### config.mk
export PLATFORM = sky130hd
export DESIGN_NAME = cellrv32_cpu_cp_fpu16_i2h
export DESIGN_NICKNAME = d
export VERILOG_FILES = /design/src/rtl/cellrv32_package.sv /design/src/rtl/cellrv32_cpu_cp_fpu16_lzc.sv /design/src/rtl/cellrv32_cpu_cp_fpu16_i2h.sv
export SDC_FILE = /design/constraint.sdc
export NUM_CORES = 1
export LEC_CHECK = 0
export BUFFER_PORTS_ARGS = -buffer_cell sky130_fd_sc_hd__buf_2
export CAP_MARGIN = 20
export CORE_MARGIN = 2
export CORE_UTILIZATION = 42
export DETAILED_ROUTE_END_ITERATION = 16
export GPL_ROUTABILITY_DRIVEN = 0
export SLEW_MARGIN = 20
export SYNTH_ARGS = -nofsm -noshare
export SYNTH_HDL_FRONTEND = slang
export SYNTH_HIERARCHICAL = 1
export SYNTH_SLANG_ARGS = --single-unit
### constraint.sdc
create_clock -name clk_i -period 4.5 [get_ports clk_i]
set_clock_uncertainty 0.05 [all_clocks]
set_input_delay 1.35 -clock clk_i [delete_from_list [all_inputs] [get_ports clk_i]]
set_output_delay 1.35 -clock clk_i [all_outputs]
set_load 0.01 [all_outputs]
### src/rtl/cellrv32_package.sv
// Shared binary16 constants, rounding-mode encodings and exception flag indices.
package cellrv32_package;

  localparam int unsigned fp16_bias_c    = 15;
  localparam logic [15:0] fp16_pos_inf_c = 16'h7C00;
  localparam logic [15:0] fp16_max_c     = 16'h7BFF;

  localparam logic [2:0] fp_rm_rne_c = 3'b000;
  localparam logic [2:0] fp_rm_rtz_c = 3'b001;
  localparam logic [2:0] fp_rm_rdn_c = 3'b010;
  localparam logic [2:0] fp_rm_rup_c = 3'b011;
  localparam logic [2:0] fp_rm_rmm_c = 3'b100;

  localparam int unsigned fp_exc_nx_c = 0;
  localparam int unsigned fp_exc_uf_c = 1;
  localparam int unsigned fp_exc_of_c = 2;
  localparam int unsigned fp_exc_dz_c = 3;
  localparam int unsigned fp_exc_nv_c = 4;

  typedef struct packed {
    logic       sign;
    logic [4:0] exp;
    logic [9:0] man;
  } fp16_t;

endpackage

### src/rtl/cellrv32_cpu_cp_fpu16_lzc.sv
// 32-bit leading-zero counter; an all-zero input reports 32.
module cellrv32_cpu_cp_fpu16_lzc (
  input  logic [31:0] data_i,
  output logic [5:0]  zeros_c
);

  // ascending scan so the highest set bit wins
  always_comb begin
    zeros_c = 6'd32;
    for (int i = 0; i < 32; i++) begin
      if (data_i[i]) zeros_c = 6'(31 - i);
    end
  end

endmodule

### src/rtl/cellrv32_cpu_cp_fpu16_i2h.sv
// Integer (signed/unsigned 32-bit) to binary16 converter, multi-cycle FSM.
// CELLRV32_FPU16_I2H_FAST_NORM_EN selects a single-cycle LZC/barrel normalizer.
module cellrv32_cpu_cp_fpu16_i2h
  import cellrv32_package::*;
#(
  parameter int XLEN = 32
) (
  input  logic            clk_i,
  input  logic            rstn_i,
  input  logic            start_i,
  input  logic [2:0]      rmode_i,
  input  logic            funct_i,
  input  logic [XLEN-1:0] data_i,
  output logic [15:0]     result_o,
  output logic [4:0]      flags_o,
  output logic            done_o
);

  typedef enum logic [2:0] {
    S_IDLE,
    S_PREPARE,
    S_NORMALIZE,
    S_ROUND,
    S_FINALIZE
  } state_t;

  state_t state_q, state_d;

  logic [31:0] op_q, op_d;
  logic        uns_q, uns_d;
  logic [2:0]  rm_q, rm_d;
  logic        sign_q, sign_d;
  logic [31:0] mag_q, mag_d;
  logic [5:0]  exp_q, exp_d;
  logic [9:0]  man_q, man_d;
  logic        nx_q, nx_d;
  logic        zero_q, zero_d;
  logic [15:0] result_d;
  logic [4:0]  flags_d;
  logic        done_d;

  logic        prep_sign;
  logic [31:0] prep_mag;
  logic        rnd_g, rnd_r, rnd_s, rnd_inc;
  logic [10:0] man_sum;
  logic        ovf;
  fp16_t       fin;
  logic [15:0] ovf_res;

  assign prep_sign = ~uns_q & op_q[31];
  assign prep_mag  = prep_sign ? (~op_q + 32'd1) : op_q;

`ifdef CELLRV32_FPU16_I2H_FAST_NORM_EN
  logic [5:0] lz_c;

  cellrv32_cpu_cp_fpu16_lzc u_lzc (
    .data_i  (mag_q),
    .zeros_c (lz_c)
  );
`endif

  // rounding increment from guard/round/sticky below the 10-bit mantissa
  always_comb begin
    rnd_g   = mag_q[20];
    rnd_r   = mag_q[19];
    rnd_s   = |mag_q[18:0];
    rnd_inc = 1'b0;
    case (rm_q)
      fp_rm_rne_c: rnd_inc = rnd_g & (rnd_r | rnd_s | mag_q[21]);
      fp_rm_rtz_c: rnd_inc = 1'b0;
      fp_rm_rdn_c: rnd_inc = sign_q & (rnd_g | rnd_r | rnd_s);
      fp_rm_rup_c: rnd_inc = ~sign_q & (rnd_g | rnd_r | rnd_s);
      fp_rm_rmm_c: rnd_inc = rnd_g;
      default:     rnd_inc = 1'b0;
    endcase
    man_sum = {1'b0, mag_q[30:21]} + 11'(rnd_inc);
  end

  // packed result and overflow substitute (inf or max depending on direction)
  always_comb begin
    ovf      = exp_q > 6'(fp16_bias_c);
    fin.sign = sign_q;
    fin.exp  = 5'(exp_q + 6'(fp16_bias_c));
    fin.man  = man_q;
    ovf_res  = fp16_pos_inf_c;
    case (rm_q)
      fp_rm_rtz_c: ovf_res = fp16_max_c;
      fp_rm_rdn_c: ovf_res = sign_q ? fp16_pos_inf_c : fp16_max_c;
      fp_rm_rup_c: ovf_res = sign_q ? fp16_max_c : fp16_pos_inf_c;
      default:     ovf_res = fp16_pos_inf_c;
    endcase
    ovf_res[15] = sign_q;
  end

  always_ff @(posedge clk_i or negedge rstn_i) begin
    if (!rstn_i) state_q <= S_IDLE;
    else         state_q <= state_d;
  end

  always_comb begin
    state_d = state_q;
    case (state_q)
      S_IDLE:      if (start_i) state_d = S_PREPARE;
      S_PREPARE:   state_d = (prep_mag == 32'd0) ? S_FINALIZE : S_NORMALIZE;
`ifdef CELLRV32_FPU16_I2H_FAST_NORM_EN
      S_NORMALIZE: state_d = S_ROUND;
`else
      S_NORMALIZE: if (mag_q[31]) state_d = S_ROUND;
`endif
      S_ROUND:     state_d = S_FINALIZE;
      S_FINALIZE:  state_d = S_IDLE;
      default:     state_d = S_IDLE;
    endcase
  end

  // datapath and registered-output next values
  always_comb begin
    op_d     = op_q;
    uns_d    = uns_q;
    rm_d     = rm_q;
    sign_d   = sign_q;
    mag_d    = mag_q;
    exp_d    = exp_q;
    man_d    = man_q;
    nx_d     = nx_q;
    zero_d   = zero_q;
    result_d = result_o;
    flags_d  = flags_o;
    done_d   = 1'b0;
    case (state_q)
      S_IDLE: begin
        if (start_i) begin
          op_d  = 32'(data_i);
          uns_d = funct_i;
          rm_d  = rmode_i;
        end
      end
      S_PREPARE: begin
        sign_d = prep_sign;
        mag_d  = prep_mag;
        exp_d  = 6'd31;
        zero_d = (prep_mag == 32'd0);
      end
      S_NORMALIZE: begin
`ifdef CELLRV32_FPU16_I2H_FAST_NORM_EN
        mag_d = mag_q << lz_c;
        exp_d = exp_q - lz_c;
`else
        if (!mag_q[31]) begin
          mag_d = {mag_q[30:0], 1'b0};
          exp_d = exp_q - 6'd1;
        end
`endif
      end
      S_ROUND: begin
        nx_d = rnd_g | rnd_r | rnd_s;
        if (man_sum[10]) begin
          man_d = 10'd0;
          exp_d = exp_q + 6'd1;
        end else begin
          man_d = man_sum[9:0];
        end
      end
      S_FINALIZE: begin
        done_d  = 1'b1;
        flags_d = 5'd0;
        if (zero_q) begin
          result_d = 16'h0000;
        end else if (!ovf) begin
          result_d             = fin;
          flags_d[fp_exc_nx_c] = nx_q;
        end else begin
          result_d             = ovf_res;
          flags_d[fp_exc_nx_c] = 1'b1;
          flags_d[fp_exc_of_c] = 1'b1;
        end
      end
      default: ;
    endcase
  end

  always_ff @(posedge clk_i or negedge rstn_i) begin
    if (!rstn_i) begin
      op_q     <= 32'd0;
      uns_q    <= 1'b0;
      rm_q     <= 3'd0;
      sign_q   <= 1'b0;
      mag_q    <= 32'd0;
      exp_q    <= 6'd0;
      man_q    <= 10'd0;
      nx_q     <= 1'b0;
      zero_q   <= 1'b0;
      result_o <= 16'h0000;
      flags_o  <= 5'd0;
      done_o   <= 1'b0;
    end else begin
      op_q     <= op_d;
      uns_q    <= uns_d;
      rm_q     <= rm_d;
      sign_q   <= sign_d;
      mag_q    <= mag_d;
      exp_q    <= exp_d;
      man_q    <= man_d;
      nx_q     <= nx_d;
      zero_q   <= zero_d;
      result_o <= result_d;
      flags_o  <= flags_d;
      done_o   <= done_d;
    end
  end

endmodule
==> run_results.csv <==
group,metric,value,unit
worst_setup_path,r2r_end,"state_q[1]",
worst_setup_path,cp-start-kind,"flop",
logic_synthesis,synth_top_family_by_area,"compound AO/OA/AOI/OAI gates",
floorplan,die_w,124,um
worst_setup_path,critical_path_class,"flop to flop",
clock_network,clk_latency,0.36,ns
timing,tightest_slew,0.952,ns
clock_network,post_cts_buffers,0,
clock_network,cts_tree,"built",
logic_synthesis,ys_seq_area_share,45.2,%
clock_network,cts_buffers,9,
min_path,hold_class,"flop to flop",
timing,finalCritPeriodShare,72.1,%
power_and_ir_drop,p_int,2.99,mW
timing,fin_crit,3.24,ns
worst_setup_path,cp.required,4.70,ns
power_and_ir_drop,p_sw_share,42.5,%
route,wl_per_cell,15.8,um
global_route,grt_overflow,0,
power_and_ir_drop,p_sw,2.21,mW
logic_synthesis,synth.cell_area,6040,um2
logic_synthesis,postSynth.asyncResetShare,100,%
route,dr.pass1.iters,5,
logic_synthesis,synth-xor-area-share,6.53,%
timing,rsz0062_at_grt,"no",
timing,fin_tns_setup,0,ns
route,drcViolationCount,0,
global_route,grt_pass1_wl,22.1,mm
logic_synthesis,synth_warnings,6,
logic_synthesis,synth_seq_cells,109,
logic_synthesis,muxShareOfSynthArea,7.03,%
cells_and_area,nNetsFinal,706,
power_and_ir_drop,p_per_area,774,nW/um2
flow_run,drv_cap,0,
floorplan,placementRows,43,
cells_and_area,fillers,1342,
logic_synthesis,synth-edff-count,0,
floorplan,die-area,15300,um2
route,via_count,4726,
clock_network,cts_root_buffer,"clkbuf_16",
floorplan,die_h,124,um
route,routed_wl,13.3,mm
route,drt-initial-drc-count,228,
timing,maxSlewHeadroom,36.4,%
clock_network,holdBufCountCts,0,
power_and_ir_drop,pwr-share-comb,43.7,%
worst_setup_path,cp.arrival,3.44,ns
clock_network,cts.sinks,109,
timing,slew_violations,0,
logic_synthesis,syn_area_per_cell,9.57,um2
global_route,grt_max_degree,55,
worst_setup_path,r2r_cells,11,
cells_and_area,diodes,0,
cells_and_area,fin_area,6710,um2
worst_setup_path,critical_path_peak_fanout,11,
min_path,hold-path-endpoint,"flags_o[2]",
clock_network,cts.clk_slew.worst_paths,0.07,ns
place,hpwl,9.61,mm
route,vias_per_cell,5.61,
cells_and_area,final_core_util,48.2,%
global_route,antenna_found_initial,0,
worst_setup_path,reg2reg_slack,1.26,ns
timing,hold_viol_final,0,
route,final_antenna_net_count,0,
min_path,hold_start,"flags_o[2]",
worst_setup_path,r2r_start,"op_q[0]",
worst_setup_path,crit_path_end_kind,"flop",
logic_synthesis,yosysUniqueCellTypes,59,
logic_synthesis,synthCells,631,
global_route,grt_pass1_vias,4457,
logic_synthesis,yosys.area_share.simple,16.3,%
logic_synthesis,ys.flop_type,"dfrtp_1",
clock_network,h-tree-depth,3,
cells_and_area,drive_above_1_share,19.6,%
power_and_ir_drop,p_leak,2.82,nW
cells_and_area,final_cell_mix,"dfrtp_1 (109), o21ai_0 (68), nand2_1 (59)",
run_status,status,"completed",
floorplan,fp.coreArea,13900,um2
power_and_ir_drop,power_frac_clock,17.1,%
power_and_ir_drop,vdd_drop_max,0.364,mV
logic_synthesis,synthAdderAreaFrac,2.20,%
place,portBuffers,57,
timing,fmax,308,MHz
timing,setup_viol,0,
cells_and_area,area_growth,11.2,%
floorplan,initial_utilization,43.3,%
min_path,hold_depth,2,
clock_network,clock_tree.buffer_depth,2,
place,place_area,6380,um2
global_route,grtUsageTotal,18.4,%
floorplan,ios,61,
power_and_ir_drop,p_seq_share,39.2,%
cells_and_area,final_common_cell,"dfrtp_1",
clock_network,cts_resized,0,
logic_synthesis,synth_compound_area_share,17.9,%
sequential cells by signal, indices dropped and copies added, names as in the netlist:
signal / cells
mag_q: 32
rm_q: 3
nx_q: 1
sign_q: 1
man_q: 10
done_o: 1
result_o: 16
exp_q: 6
op_q: 32
state_q: 3
uns_q: 1
zero_q: 1
flags_o: 2
cell type report:
type	instances	area [um2]	share of cell area [%]
Multi-Input combinational cell	460	3030	45.1
Sequential cell	109	2730	40.6
Timing Repair Buffer	66	355	5.29
Clock buffer	10	239	3.56
Tap cell	180	225	3.36
Clock inverter	6	93.8	1.40
Inverter	11	41.3	0.615
worst max-delay path, cell delays in order, from the launching register on:
cell and delay (ns):
dfrtp_1 0.42, inv_1 0.15, ha_1 0.26, or3b_1 0.56, nor4_2 0.20, buf_4 0.21
nand2_1 0.06, nor3_1 0.42, o31ai_1 0.14, nor4_2 0.32, a311oi_1 0.14, o21ba_1 0.18
metrics by stage:
step                      setup WS [ns]  instances  hold WS [ns]  power [mW]
after global placement             1.27        826         0.406        4.25
after detailed placement           1.22        826         0.413        4.33
after global routing              0.963        842         0.462        5.64
final                              1.26        842         0.423        5.20
after floorplan                    1.61        633         0.401        3.74
after CTS                          1.22        842         0.429        5.24
worst max-delay path by stage:
| stage | startpoint | end | slack, ns | cells past startpoint |
|---|---|---|---|---|
| 5_1_grt | mag_q[4] | exp_q[5] | 0.96 | 14 |
| 4_1_cts | mag_q[4] | exp_q[5] | 1.22 | 14 |
| 3_3_place_gp | mag_q[4] | exp_q[5] | 1.27 | 14 |
| 3_5_place_dp | mag_q[4] | exp_q[5] | 1.22 | 14 |
| 2_1_floorplan | mag_q[8] | exp_q[2] | 1.61 | 14 |
| 6_report | op_q[0] | state_q[1] | 1.26 | 11 |
synthesized netlist by cell type (5+ instances only):
cell type / n / area, um2
inv_1: 11 / 41.3
or4_1: 7 / 52.6
clkbuf_1: 36 / 135
buf_2: 6 / 30.0
o31ai_1: 13 / 97.6
nor3_1: 22 / 110
a22oi_1: 29 / 218
mux2_2: 35 / 394
nand2_1: 59 / 221
o21ai_0: 68 / 340
a31oi_1: 8 / 50.1
dfrtp_1: 109 / 2730
xnor2_1: 28 / 245
xor2_1: 17 / 149
nor4_1: 13 / 81.3
a21oi_1: 23 / 115
buf_4: 6 / 45.0
nand3_1: 13 / 65.1
ha_1: 9 / 113
nand2b_1: 5 / 31.3
nor2_1: 46 / 173
power groups by stage:
stage	registers [mW]	clock network, mW	logic (mW)
5_1_grt	2.13	0.942	2.57
4_1_cts	2.04	0.912	2.29
6_report	2.04	0.887	2.27
3_3_place_gp	2.02	0	2.22
3_5_place_dp	2.05	0	2.28
2_1_floorplan	1.81	0	1.93
kinds of logic (layout without fill, tap and decap cells):
logic type      after synthesis  count (layout)
compound gates              171             171
xor+xnor                     45              45
fa+ha+maj                    10              10
buf+inv                      64              93
flops                       109             109
mux                          38              38
other cells                   1               3
simple gates                193             193
layer usage:
layer / share of wire, % / track usage [%] / up-vias
li1: - / - / 2316
met1: 49 / 25.2 / 2270
met4: 1.3 / 5.75 / 0
met5: 0 / 0 / -
met2: 46 / 29.3 / 127
met3: 3.9 / 3.66 / 13
Note: power is estimated with default switching activity, not from simulation.
